## config.mk

```make
export PLATFORM = sky130hd
export DESIGN_NAME = uart_cmd_framer
export DESIGN_NICKNAME = d
export VERILOG_FILES = /design/src/rtl/uart_frm_pkg.sv /design/src/rtl/UART.sv /design/src/rtl/uart_cmd_framer.sv
export SDC_FILE = /design/constraint.sdc
export NUM_CORES = 1
export LEC_CHECK = 0
export BUFFER_PORTS_ARGS = -buffer_cell sky130_fd_sc_hd__buf_2
export CAP_MARGIN = 10
export CORE_MARGIN = 2
export CORE_UTILIZATION = 55
export CTS_CLUSTER_SIZE = 8
export DETAILED_ROUTE_END_ITERATION = 10
export PLACE_DENSITY = 0.76
export SLEW_MARGIN = 20
export SYNTH_ARGS = -nofsm -noshare
export SYNTH_HDL_FRONTEND = slang
export SYNTH_SLANG_ARGS = --single-unit
```

## constraint.sdc

```tcl
create_clock -name clk -period 11.1 [get_ports clk]
set_input_delay 2.775 -clock clk [delete_from_list [all_inputs] [get_ports clk]]
set_output_delay 2.775 -clock clk [all_outputs]
set_load 0.01 [all_outputs]
```

## src/rtl/uart_frm_pkg.sv

```systemverilog
// Shared state encodings and counter-width helper for the UART command framer.
package uart_frm_pkg;

  typedef enum logic {RX_IDLE, RX_COLLECT} rx_state_t;
  typedef enum logic [1:0] {TX_IDLE, TX_SEND, TX_WAIT} tx_state_t;

  // Bits needed to hold 0..n, never less than one.
  function automatic int cnt_width(input int n);
    return (n < 1) ? 1 : $clog2(n + 1);
  endfunction

endpackage

```

## src/rtl/UART.sv

```systemverilog
// 8N1 UART transceiver: oversampling-free receiver with mid-bit sampling, plain transmitter.
module UART #(
  parameter int BAUD_DIV = 434
) (
  input  logic       clk,
  input  logic       rst_n,
  input  logic       RX,
  output logic       TX,
  output logic       rx_rdy,
  input  logic       clr_rx_rdy,
  output logic [7:0] rx_data,
  input  logic       trmt,
  input  logic [7:0] tx_data,
  output logic       tx_done
);
  localparam int BW = $clog2(BAUD_DIV + 1);

  logic [1:0]    rx_sync_q;
  logic          rx_in;
  logic          rx_busy_q, rx_busy_d;
  logic [BW-1:0] rx_baud_q, rx_baud_d;
  logic [3:0]    rx_bit_q, rx_bit_d;
  logic [7:0]    rx_sh_q, rx_sh_d;
  logic          rx_rdy_q, rx_rdy_d;
  logic [7:0]    rx_data_q, rx_data_d;

  logic          tx_busy_q, tx_busy_d;
  logic [BW-1:0] tx_baud_q, tx_baud_d;
  logic [3:0]    tx_bit_q, tx_bit_d;
  logic [9:0]    tx_sh_q, tx_sh_d;
  logic          tx_done_q, tx_done_d;

  assign rx_in   = rx_sync_q[1];
  assign rx_rdy  = rx_rdy_q;
  assign rx_data = rx_data_q;
  assign tx_done = tx_done_q;
  assign TX      = tx_busy_q ? tx_sh_q[0] : 1'b1;

  always_comb begin
    rx_busy_d = rx_busy_q;
    rx_baud_d = rx_baud_q;
    rx_bit_d  = rx_bit_q;
    rx_sh_d   = rx_sh_q;
    rx_rdy_d  = rx_rdy_q;
    rx_data_d = rx_data_q;
    if (clr_rx_rdy) rx_rdy_d = 1'b0;
    if (!rx_busy_q) begin
      if (!rx_in) begin
        rx_busy_d = 1'b1;
        rx_baud_d = BW'(BAUD_DIV / 2);
        rx_bit_d  = '0;
      end
    end else if (rx_baud_q != '0) begin
      rx_baud_d = rx_baud_q - 1'b1;
    end else begin
      rx_baud_d = BW'(BAUD_DIV - 1);
      rx_bit_d  = rx_bit_q + 1'b1;
      // Bit 0 is the start bit: a high sample there was a glitch.
      if (rx_bit_q == 4'd0) begin
        if (rx_in) rx_busy_d = 1'b0;
      end else if (rx_bit_q == 4'd9) begin
        rx_busy_d = 1'b0;
        if (rx_in) begin
          rx_rdy_d  = 1'b1;
          rx_data_d = rx_sh_q;
        end
      end else begin
        rx_sh_d = {rx_in, rx_sh_q[7:1]};
      end
    end
  end

  always_comb begin
    tx_busy_d = tx_busy_q;
    tx_baud_d = tx_baud_q;
    tx_bit_d  = tx_bit_q;
    tx_sh_d   = tx_sh_q;
    tx_done_d = tx_done_q;
    if (trmt) begin
      tx_busy_d = 1'b1;
      tx_sh_d   = {1'b1, tx_data, 1'b0};
      tx_baud_d = BW'(BAUD_DIV - 1);
      tx_bit_d  = '0;
      tx_done_d = 1'b0;
    end else if (tx_busy_q) begin
      if (tx_baud_q != '0) begin
        tx_baud_d = tx_baud_q - 1'b1;
      end else if (tx_bit_q == 4'd9) begin
        tx_busy_d = 1'b0;
        tx_done_d = 1'b1;
      end else begin
        tx_sh_d   = {1'b1, tx_sh_q[9:1]};
        tx_bit_d  = tx_bit_q + 1'b1;
        tx_baud_d = BW'(BAUD_DIV - 1);
      end
    end
  end

  always_ff @(posedge clk or negedge rst_n) begin
    if (!rst_n) begin
      rx_sync_q <= 2'b11;
      rx_busy_q <= 1'b0;
      rx_baud_q <= '0;
      rx_bit_q  <= '0;
      rx_sh_q   <= '0;
      rx_rdy_q  <= 1'b0;
      rx_data_q <= '0;
      tx_busy_q <= 1'b0;
      tx_baud_q <= '0;
      tx_bit_q  <= '0;
      tx_sh_q   <= '1;
      tx_done_q <= 1'b0;
    end else begin
      rx_sync_q <= {rx_sync_q[0], RX};
      rx_busy_q <= rx_busy_d;
      rx_baud_q <= rx_baud_d;
      rx_bit_q  <= rx_bit_d;
      rx_sh_q   <= rx_sh_d;
      rx_rdy_q  <= rx_rdy_d;
      rx_data_q <= rx_data_d;
      tx_busy_q <= tx_busy_d;
      tx_baud_q <= tx_baud_d;
      tx_bit_q  <= tx_bit_d;
      tx_sh_q   <= tx_sh_d;
      tx_done_q <= tx_done_d;
    end
  end

endmodule

```

## src/rtl/uart_cmd_framer.sv

```systemverilog
// Frames CMD_BYTES received UART bytes into a command word with timeout/overrun
// handling, and serialises a RESP_BYTES response MSB first.
module uart_cmd_framer
  import uart_frm_pkg::*;
#(
  parameter int CMD_BYTES   = 2,
  parameter int RESP_BYTES  = 1,
  parameter int TIMEOUT_CYC = 1_000_000,
  parameter int BAUD_DIV    = 434
) (
  input  logic                    clk,
  input  logic                    rst,
  input  logic                    RX,
  output logic                    TX,
  output logic [8*CMD_BYTES-1:0]  cmd,
  output logic                    cmd_rdy,
  input  logic                    clr_cmd_rdy,
  output logic                    overrun,
  output logic                    frame_to,
  input  logic [8*RESP_BYTES-1:0] resp,
  input  logic                    trmt,
  output logic                    tx_busy,
  output logic                    resp_done
);
  localparam int CW  = 8 * CMD_BYTES;
  localparam int RW  = 8 * RESP_BYTES;
  localparam int BCW = cnt_width(CMD_BYTES);
  localparam int RCW = cnt_width(RESP_BYTES);
  localparam int TCW = cnt_width(TIMEOUT_CYC);

  logic       rx_rdy, clr_rx_rdy, u_trmt, tx_done;
  logic [7:0] rx_data, tx_data;

  UART #(.BAUD_DIV(BAUD_DIV)) u_uart (
    .clk        (clk),
    .rst_n      (!rst),
    .RX         (RX),
    .TX         (TX),
    .rx_rdy     (rx_rdy),
    .clr_rx_rdy (clr_rx_rdy),
    .rx_data    (rx_data),
    .trmt       (u_trmt),
    .tx_data    (tx_data),
    .tx_done    (tx_done)
  );

  rx_state_t      rx_state_q, rx_state_d;
  logic [CW-1:0]  shift_q, shift_d, shift_in, cmd_q, cmd_d;
  logic [BCW-1:0] byte_cnt_q, byte_cnt_d;
  logic [TCW-1:0] to_cnt_q, to_cnt_d;
  logic           cmd_rdy_q, cmd_rdy_d, overrun_q, overrun_d, frame_to_q, frame_to_d;
  logic           frame_done, to_hit;

  generate
    if (CMD_BYTES == 1) begin : g_one_byte
      assign shift_in = rx_data;
    end else begin : g_multi_byte
      assign shift_in = {shift_q[CW-9:0], rx_data};
    end
  endgenerate

  assign clr_rx_rdy = rx_rdy;
  assign to_hit     = (TIMEOUT_CYC != 0) && (to_cnt_q == TCW'(TIMEOUT_CYC));

  always_comb begin
    rx_state_d = rx_state_q;
    shift_d    = shift_q;
    byte_cnt_d = byte_cnt_q;
    to_cnt_d   = to_cnt_q;
    frame_done = 1'b0;
    frame_to_d = 1'b0;
    if (rx_rdy) begin
      shift_d  = shift_in;
      to_cnt_d = '0;
      if (rx_state_q == RX_IDLE) begin
        if (CMD_BYTES == 1) begin
          frame_done = 1'b1;
          byte_cnt_d = '0;
        end else begin
          rx_state_d = RX_COLLECT;
          byte_cnt_d = BCW'(1);
        end
      end else if (byte_cnt_q == BCW'(CMD_BYTES - 1)) begin
        frame_done = 1'b1;
        byte_cnt_d = '0;
        rx_state_d = RX_IDLE;
      end else begin
        byte_cnt_d = byte_cnt_q + 1'b1;
      end
    end else if (rx_state_q == RX_COLLECT) begin
      // Stale bytes left in shift_q are pushed out by the next full frame.
      if (to_hit) begin
        frame_to_d = 1'b1;
        byte_cnt_d = '0;
        to_cnt_d   = '0;
        rx_state_d = RX_IDLE;
      end else if (TIMEOUT_CYC != 0) begin
        to_cnt_d = to_cnt_q + 1'b1;
      end
    end
  end

  always_comb begin
    cmd_d     = cmd_q;
    cmd_rdy_d = cmd_rdy_q;
    overrun_d = overrun_q;
    if (clr_cmd_rdy) begin
      cmd_rdy_d = 1'b0;
      overrun_d = 1'b0;
    end
    // A completing frame wins over a simultaneous acknowledge.
    if (frame_done) begin
      cmd_d     = shift_in;
      cmd_rdy_d = 1'b1;
      if (cmd_rdy_q && !clr_cmd_rdy) overrun_d = 1'b1;
    end
  end

  tx_state_t      tx_state_q, tx_state_d;
  logic [RW-1:0]  resp_sh_q, resp_sh_d;
  logic [RCW-1:0] resp_cnt_q, resp_cnt_d;
  logic           resp_done_q, resp_done_d;

  always_comb begin
    tx_state_d  = tx_state_q;
    resp_sh_d   = resp_sh_q;
    resp_cnt_d  = resp_cnt_q;
    resp_done_d = 1'b0;
    u_trmt      = 1'b0;
    tx_data     = resp_sh_q[RW-1 -: 8];
    case (tx_state_q)
      TX_IDLE: begin
        if (trmt) begin
          resp_sh_d  = resp;
          resp_cnt_d = '0;
          tx_state_d = TX_SEND;
        end
      end
      TX_SEND: begin
        u_trmt     = 1'b1;
        tx_state_d = TX_WAIT;
      end
      TX_WAIT: begin
        if (tx_done) begin
          if (resp_cnt_q == RCW'(RESP_BYTES - 1)) begin
            resp_done_d = 1'b1;
            tx_state_d  = TX_IDLE;
          end else begin
            resp_sh_d  = resp_sh_q << 8;
            resp_cnt_d = resp_cnt_q + 1'b1;
            tx_state_d = TX_SEND;
          end
        end
      end
      default: tx_state_d = TX_IDLE;
    endcase
  end

  always_ff @(posedge clk or posedge rst) begin
    if (rst) begin
      rx_state_q  <= RX_IDLE;
      shift_q     <= '0;
      byte_cnt_q  <= '0;
      to_cnt_q    <= '0;
      cmd_q       <= '0;
      cmd_rdy_q   <= 1'b0;
      overrun_q   <= 1'b0;
      frame_to_q  <= 1'b0;
      tx_state_q  <= TX_IDLE;
      resp_sh_q   <= '0;
      resp_cnt_q  <= '0;
      resp_done_q <= 1'b0;
    end else begin
      rx_state_q  <= rx_state_d;
      shift_q     <= shift_d;
      byte_cnt_q  <= byte_cnt_d;
      to_cnt_q    <= to_cnt_d;
      cmd_q       <= cmd_d;
      cmd_rdy_q   <= cmd_rdy_d;
      overrun_q   <= overrun_d;
      frame_to_q  <= frame_to_d;
      tx_state_q  <= tx_state_d;
      resp_sh_q   <= resp_sh_d;
      resp_cnt_q  <= resp_cnt_d;
      resp_done_q <= resp_done_d;
    end
  end

  assign cmd       = cmd_q;
  assign cmd_rdy   = cmd_rdy_q;
  assign overrun   = overrun_q;
  assign frame_to  = frame_to_q;
  assign resp_done = resp_done_q;
  assign tx_busy   = (tx_state_q != TX_IDLE) || resp_done_q;

endmodule

```

==> results of run 1 <==
-- cell usage after synthesis, drive strengths merged (9+ instances only) --
library cell and n:
nand2 84, nand4 18, ha 9, mux2 32, a21oi 15, inv 17, dfrtp 107, nand3 13
clkbuf 15, mux2i 9, o21ai 29, nor2 33, dfstp 11, nor3 11
-- layout by cell type (no fill, tap or decap), types with 3 or more instances in the layout --
master,netlist,routed
a211oi_1,3,3
a21oi_1,15,15
a221o_1,3,3
and3_1,7,7
buf_2,1,34
buf_4,0,4
bufinv_16,0,3
clkbuf_16,0,16
clkbuf_8,0,3
clkinv_1,3,3
clkinv_2,0,4
dfrtp_1,107,107
dfstp_2,11,11
ha_1,9,9
inv_1,17,16
mux2_2,24,24
mux2_4,8,8
mux2i_1,9,9
nand2_1,84,84
nand2b_1,6,6
nand3_1,13,13
nand4_1,18,18
nor2_1,33,33
nor2b_1,6,6
nor3_1,11,11
nor4_1,3,3
nor4b_1,5,5
o21ai_0,27,27
o311ai_0,5,5
o31ai_1,4,4
or3_1,4,4
or4_1,4,4
xor2_1,8,8
-- worst max-delay path, delay by kind of cell (launching register included) --
family	cells	cell delay (ns)
DFF	1	0.41
and+or+nand+nor	1	0.37
buffers and inverters	1	0.14
-- layout make-up --
cell class	instances	area, um^2	area share
Timing Repair Buffer	38	200	0.0320
Tap cell	133	166	0.0266
Clock inverter	12	151	0.0242
Inverter	20	77.6	0.0124
Multi-Input combinational cell	348	2250	0.359
Clock buffer	20	445	0.0712
Sequential cell	118	2970	0.474
-- kinds of logic (layout without fill, tap and decap cells) --
kind of cell	count (synthesis)	after routing	synth area share
and+or+nand+nor	211	211	0.200
xor gates and xnor gates	10	10	0.0163
adders and majority gates	9	9	0.0210
buffers and inverters	38	90	0.0282
AOI/OAI and AO/OA	77	77	0.0917
muxes	41	41	0.0896
DFF	118	118	0.553
-- state kept, by name (all words and copies together) (netlist names) --
name / count
resp_done: 1
u_uart.rx_data: 8
overrun: 1
u_uart.rx_rdy: 1
u_uart.rx_baud_q: 9
u_uart.rx_busy_q: 1
cmd_rdy: 1
cmd: 16
u_uart.rx_bit_q: 4
u_uart.tx_done: 1
u_uart.rx_sh_q: 8
tx_state_q: 2
shift_q: 8
u_uart.tx_bit_q: 4
resp_sh_q: 8
u_uart.tx_busy_q: 1
to_cnt_q: 20
rx_state_q: 1
u_uart.tx_baud_q: 9
byte_cnt_q: 2
u_uart.rx_sync_q: 2
u_uart.tx_sh_q: 9
frame_to: 1
-- metrics by stage --
step | setup WS [ns] | cell area, um^2
floorplan | 5.21 | 5360
global placement | 6.85 | 5650
global route | 6.83 | 6250
CTS | 6.88 | 6250
detailed placement | 6.82 | 5650
finish | 6.89 | 6250
-- per-layer routing --
| layer | GRT usage | routed length (um) |
|---|---|---|
| met5 | 0 | 0 |
| met3 | 0.0590 | 350 |
| met2 | 0.384 | 5630 |
| met4 | 0.0800 | 150 |
| met1 | 0.289 | 4680 |
-- power breakdown --
part | total [W] | switching, W | internal, W | leakage [nW]
sequential | 0.000522 | 0.0000364 | 0.000486 | 1.54
combinational | 0.000118 | 0.0000637 | 0.0000548 | 1.09
clock | 0.000544 | 0.000190 | 0.000353 | 0.291
-- worst paths after layout --
kind	start	endpoint	slack, ns	cells past startpoint
max in group asynchronous	rst	to_cnt_q[15]	7.48	3
min reg2reg	u_uart.rx_sync_q[0]	u_uart.rx_sync_q[1]	0.36	0
min in group asynchronous	rst	u_uart.rx_bit_q[0]	2.36	2
min	u_uart.rx_sync_q[0]	u_uart.rx_sync_q[1]	0.36	0
max	tx_state_q[0]	tx_busy	6.89	2
max reg2reg	u_uart.rx_baud_q[3]	u_uart.rx_data[7]	8.31	5
==> Implementation_results.wiki, run 1 <==
{| class="wikitable"
! Metric !! Value
|-
| Result of the run || finished, final reports clean
|-
| Unrepaired setup endpoints after global routing || false
|-
| Number of standard-cell rows in the floorplan || 36
|-
| CP Data Arrival Time || 1.43 ns
|-
| Required time at the endpoint of the critical path || 8.33 ns
|-
| Fraction of synthesized cell area taken by the top area cell type || 0.500
|-
| Final number of setup-violating endpoints || 0
|-
| Buffers on Ports || 34
|-
| Number of buffers added by the clock tree synthesis step || 17
|-
| Peak supply drop || 0.000118 V
|-
| Slew HR || 0.429
|-
| Synthesized area || 0.00536 mm^2
|-
| TritonCTS clock tree || built
|-
| Type of the tightest min-delay check || reg2reg
|-
| I/O pin total || 35
|-
| Die span in y || 103 um
|-
| Overflow left after global routing || 0
|-
| Fill count || 726
|-
| CP max FO || 5
|-
| GRT Total Usage || 0.229
|-
| Number of buffers inserted to repair setup after CTS || 0
|-
| Standard cell core area || 0.00959 mm^2
|-
| Largest clock skew in the final design || 0.00553 ns
|-
| Antenna violations before repair || 0
|-
| Fraction of the yosys area taken by sequential cells || 0.553
|-
| Clock slew at the register clock pins of the worst setup and hold paths || 0.06 ns
|-
| Post-DP HPWL || 6.96 mm
|-
| Pre-antenna DRT Iters || 4
|-
| Net total in the final layout || 565
|-
| First-pass GRT wire length || 18.8 mm
|-
| Count of flip-flops with a built-in enable after synthesis || 0
|-
| Clock insertion delay at the later pin of the skew report || 0.51 ns
|-
| Total of hold buffers inserted after clock tree synthesis || 0
|-
| Largest net degree at the start of global routing || 66
|-
| Wire per inst || 15.7 um
|-
| Leakage power || 2.92 nW
|-
| Number of synthesized register bits || 118
|-
| Core Util, Final || 0.652
|-
| Largest cells by area after synthesis || dfrtp_1 (50%), nand2_1 (5.9%), dfstp_2 (5.4%)
|-
| Remaining number of nets flagged by the antenna check after routing || 0
|-
| Power per cell area || 189 mW/mm^2
|-
| Distinct cells, synth || 58
|-
| Average footprint of a synthesized cell || 10.6 um^2
|-
| Delay of the slowest cell on the worst path || 0.41 ns
|-
| Final std cells w/o fill || 689
|-
| Synth Net Count || 526
|-
| Fraction of final layout cells with drive strength greater than 1 || 0.219
|-
| Cell-by-cell listing of the critical path || or3_1 -> buf_2
|-
| Number of synthesis warnings || 0
|-
| Layout overhead on the synthesized area || 16.7%
|-
| Iteration-0 DRC count of the detailed router || 250
|-
| Vias || 3953
|-
| Critical path endpoint category || primary output
|-
| Slowest cell on crit path || dfrtp_1
|-
| Instance count after placement with tap cells included || 657
|-
| Resized Gates After CTS || 0
|-
| Die ar. || 0.0106 mm^2
|-
| Hold violation count in the final report || 0
|-
| Share of the clock period used by the worst path after layout || 0.379
|-
| Minimum period implied by the final worst setup slack || 4.21 ns
|-
| Slew @ Worst Pin || 0.853 ns
|-
| Mapped Cells || 504
|-
| Final hold slack || 0.357 ns
|-
| Total Negative Setup Slacks || 0 ns
|-
| Number of pins with negative max-slew slack in the final report || 0
|-
| Via/cell ratio || 5.74
|-
| Cell accounting for the most synthesized area || dfrtp_1
|-
| Gpl congestion || 0.795
|-
| Initial Util || 0.559
|-
| Async set-or-reset flop fraction in the synthesized netlist || 1.00
|-
| Type of the worst setup path || reg2out
|-
| Number of sinks handled by clock tree synthesis || 118
|-
| Post-synth top flop || dfrtp_1
|-
| Count of H-tree levels built during CTS || 4
|-
| Clk buf depth || 2
|-
| Startpoint type of the worst setup path || flip-flop
|-
| Antenna diodes || 0
|-
| Number of max-capacitance violations reported || 0
|-
| Final total power || 0.00118 W
|-
| Highest achievable clock rate || 0.238 GHz
|-
| Vias in the first global route || 4013
|-
| Total Wirelength || 10.8 mm
|-
| Buffer cell driving the clock tree root || clkbuf_8
|-
| Post-detailed-route DRC marker count || 0
|-
| Die boundary width || 103 um
|}
No activity file was read; power rests on OpenSTA's default activity.
==> run 2: changes to the inputs <==
- ABC_AREA: default -> 1
- clock period: 11.1 -> 4.1 ns (I/O delays scaled with it)
==> run 2 against run 1 <==
Against the previous run: cell area increased by 4.6%; global-route usage fell by 1.2 points; wire length up 2.2%; largest cell class unchanged.
==> Implementation_results.wiki, run 2 <==
{| class="wikitable"
! Metric !! Value
|-
| Result of the run || finished, final reports clean
|-
| Synth Net Count || 688
|-
| Die boundary width || 105 um
|-
| Antenna violations before repair || 0
|-
| I/O pin total || 35
|-
| Vias in the first global route || 4413
|-
| Critical path endpoint category || primary output
|-
| Average footprint of a synthesized cell || 8.49 um^2
|-
| Delay of the slowest cell on the worst path || 0.41 ns
|-
| Combinational cell fraction of total power || 0.126
|-
| Number of flip-flops in the largest register || 20
|-
| Critical register-to-register path startpoint || u_uart.rx_rdy
|-
| Internal power || 0.00251 W
|-
| Count of flip-flops with a built-in enable after synthesis || 0
|-
| Wire per inst || 12.9 um
|-
| Distinct cells, synth || 34
|-
| Overflow left after global routing || 0
|-
| Remaining number of nets flagged by the antenna check after routing || 0
|-
| Number of buffers added by the clock tree synthesis step || 17
|-
| Number of max-capacitance violations reported || 0
|-
| Largest cells by area after synthesis || dfrtp_1 (47%), nand2_1 (12%), inv_1 (5.9%)
|-
| CP max FO || 3
|-
| Slew HR || 0.466
|-
| Required time at the endpoint of the critical path || 3.07 ns
|-
| GRT Total Usage || 0.217
|-
| Cell-by-cell listing of the critical path || nor2_1 -> nand2_1 -> buf_2
|-
| Peak supply drop || 0.000316 V
|-
| Pre-CTS worst setup slack || 1.90 ns
|-
| Instance count after placement with tap cells included || 823
|-
| Initial Util || 0.558
|-
| Count leader, synth || nand2_1
|-
| Hold violation count in the final report || 0
|-
| Clock insertion delay at the later pin of the skew report || 0.53 ns
|-
| Cell depth of the worst flop-to-flop path || 3
|-
| Switching component of the power || 0.000874 W
|-
| Resized Gates After CTS || 0
|-
| Largest net degree at the start of global routing || 119
|-
| Total Wirelength || 11.1 mm
|-
| Highest achievable clock rate || 0.436 GHz
|-
| Gpl congestion || 0.851
|-
| Fraction of the yosys area taken by sequential cells || 0.525
|-
| Sequential share of power || 0.421
|-
| Clock power frac || 0.453
|-
| Post-synth top flop || dfrtp_1
|-
| Slack of the worst reg-to-reg path || 1.83 ns
|-
| Type of the worst setup path || reg2out
|-
| Total of hold buffers inserted after clock tree synthesis || 0
|-
| Hold path cells || 0
|-
| Core Util, Final || 0.646
|-
| Buffer cell driving the clock tree root || clkbuf_8
|-
| Async set-or-reset flop fraction in the synthesized netlist || 1.00
|-
| Power per cell area || 518 mW/mm^2
|-
| Final number of setup-violating endpoints || 0
|-
| Number of sinks handled by clock tree synthesis || 118
|-
| Number of pins with negative max-slew slack in the final report || 0
|-
| Post-detailed-route DRC marker count || 0
|-
| Slew @ Worst Pin || 0.799 ns
|-
| Slack of the critical path || 1.80 ns
|-
| Clock slew at the register clock pins of the worst setup and hold paths || 0.05 ns
|-
| Gate family responsible for the most delay along the worst path || flip-flops
|-
| Slowest cell on crit path || dfrtp_1
|-
| Antenna diodes || 0
|-
| First-pass GRT wire length || 19.2 mm
|-
| Hold path endpoint || u_uart.rx_sync_q[1]
|-
| Startpoint of the tightest hold check path || u_uart.rx_sync_q[0]
|-
| Pre-antenna DRT Iters || 5
|-
| Fill count || 822
|-
| Fraction of final layout cells with drive strength greater than 1 || 0.167
|-
| Most common cell after layout, fill and taps aside || nand2_1
|-
| Number of buffers inserted to repair setup after CTS || 0
|-
| Largest clock skew in the final design || 0.00729 ns
|-
| TritonCTS clock tree || built
|-
| Fraction of synthesized cell area taken by the top area cell type || 0.474
|-
| Synthesized area || 0.00565 mm^2
|-
| Sw Share || 0.258
|-
| Number of synthesis warnings || 0
|-
| Worst path buffer plus inverter count || 1
|-
| Endpoint of the worst-slack reg-to-reg timing path || to_cnt_q[8]
|-
| Via/cell ratio || 5.11
|-
| Vias || 4368
|-
| Standard cell core area || 0.0101 mm^2
|-
| Startpoint type of the worst setup path || flip-flop
|-
| Register bank with the most flops || to_cnt_q
|-
| Most frequent cells after synthesis || nand2_1 (186), dfrtp_1 (107), inv_1 (89)
|-
| Die span in y || 105 um
|-
| Iteration-0 DRC count of the detailed router || 300
|-
| CP Data Arrival Time || 1.27 ns
|-
| Leakage power || 3.04 nW
|-
| Number of standard-cell rows in the floorplan || 37
|-
| Count of H-tree levels built during CTS || 4
|-
| Final std cells w/o fill || 854
|-
| Mapped Cells || 666
|-
| Buffers on Ports || 34
|-
| Top library cells by usage in the layout, fill and taps aside || nand2_1 (186), dfrtp_1 (107), inv_1 (88)
|-
| Total Negative Setup Slacks || 0 ns
|-
| Type of the tightest min-delay check || reg2reg
|-
| Minimum period implied by the final worst setup slack || 2.30 ns
|-
| Cell accounting for the most synthesized area || dfrtp_1
|-
| Share of the clock period used by the worst path after layout || 0.560
|-
| Post-DP HPWL || 7.38 mm
|-
| Clk buf depth || 2
|-
| Net total in the final layout || 728
|-
| Die ar. || 0.0111 mm^2
|-
| Layout overhead on the synthesized area || 15.8%
|-
| Number of synthesized register bits || 118
|-
| Unrepaired setup endpoints after global routing || false
|}
[run 2: cells by family (layout without fill, tap and decap cells)]
kind of cell / count (synthesis) / count (layout) / synth area share
AO/OA/AOI/OAI: 106 / 106 / 0.108
adder cells (fa/ha/maj): 9 / 9 / 0.0199
buffers and inverters: 108 / 160 / 0.0775
XOR/XNOR: 16 / 16 / 0.0248
flip-flops: 118 / 118 / 0.525
AND/OR/NAND/NOR: 302 / 302 / 0.230
multiplexers: 7 / 7 / 0.0146
[run 2: how the worst max path moves through the flow]
stage                              startpoint                  to  slack, ns  cells past startpoint
after CTS                   u_uart.tx_sh_q[0]                  TX       1.78                      3
final                           tx_state_q[1]             tx_busy       1.80                      3
after detailed placement        u_uart.rx_rdy         to_cnt_q[8]       1.90                      3
after floorplan                           rst       byte_cnt_q[0]       1.64                      1
after global routing            u_uart.rx_rdy         to_cnt_q[8]       1.64                      3
after global placement    u_uart.tx_baud_q[0]  u_uart.tx_bit_q[0]       2.02                      9
[run 2: metrics by stage]
| step | instance area, um^2 | hold slack (ns) | power [W] |
|---|---|---|---|
| floorplan | 5660 | 0.345 | 0.00176 |
| global placement | 5930 | 0.348 | 0.00184 |
| detailed placement | 5930 | 0.351 | 0.00187 |
| CTS | 6550 | 0.359 | 0.00342 |
| global route | 6550 | 0.365 | 0.00355 |
| finish | 6550 | 0.358 | 0.00339 |
[run 2: power groups by stage]
stage          Clock (W)  Sequential, W  Combinational (W)
2_1_floorplan          0        0.00142           0.000346
4_1_cts          0.00156        0.00143           0.000432
3_3_place_gp           0        0.00144           0.000408
5_1_grt          0.00161        0.00145           0.000503
3_5_place_dp           0        0.00144           0.000429
6_report         0.00153        0.00143           0.000427
[run 2: cell type report]
class | count | area, um^2 | area share
clock inverter | 8 | 146 | 0.0224
multi-input combinational | 440 | 2250 | 0.344
inverter | 94 | 357 | 0.0545
sequential | 118 | 2970 | 0.453
timing repair buffer | 35 | 190 | 0.0291
clock buffer | 23 | 467 | 0.0713
tap | 136 | 170 | 0.0260
[run 2: per-layer routing]
layer	up-vias	track usage	share of wire	wire [um]
li1	2195	-	-	-
met1	2060	0.273	0.45	5010
met2	87	0.347	0.48	5260
met3	26	0.0581	0.046	509
met4	0	0.109	0.025	271
met5	-	0	0	0
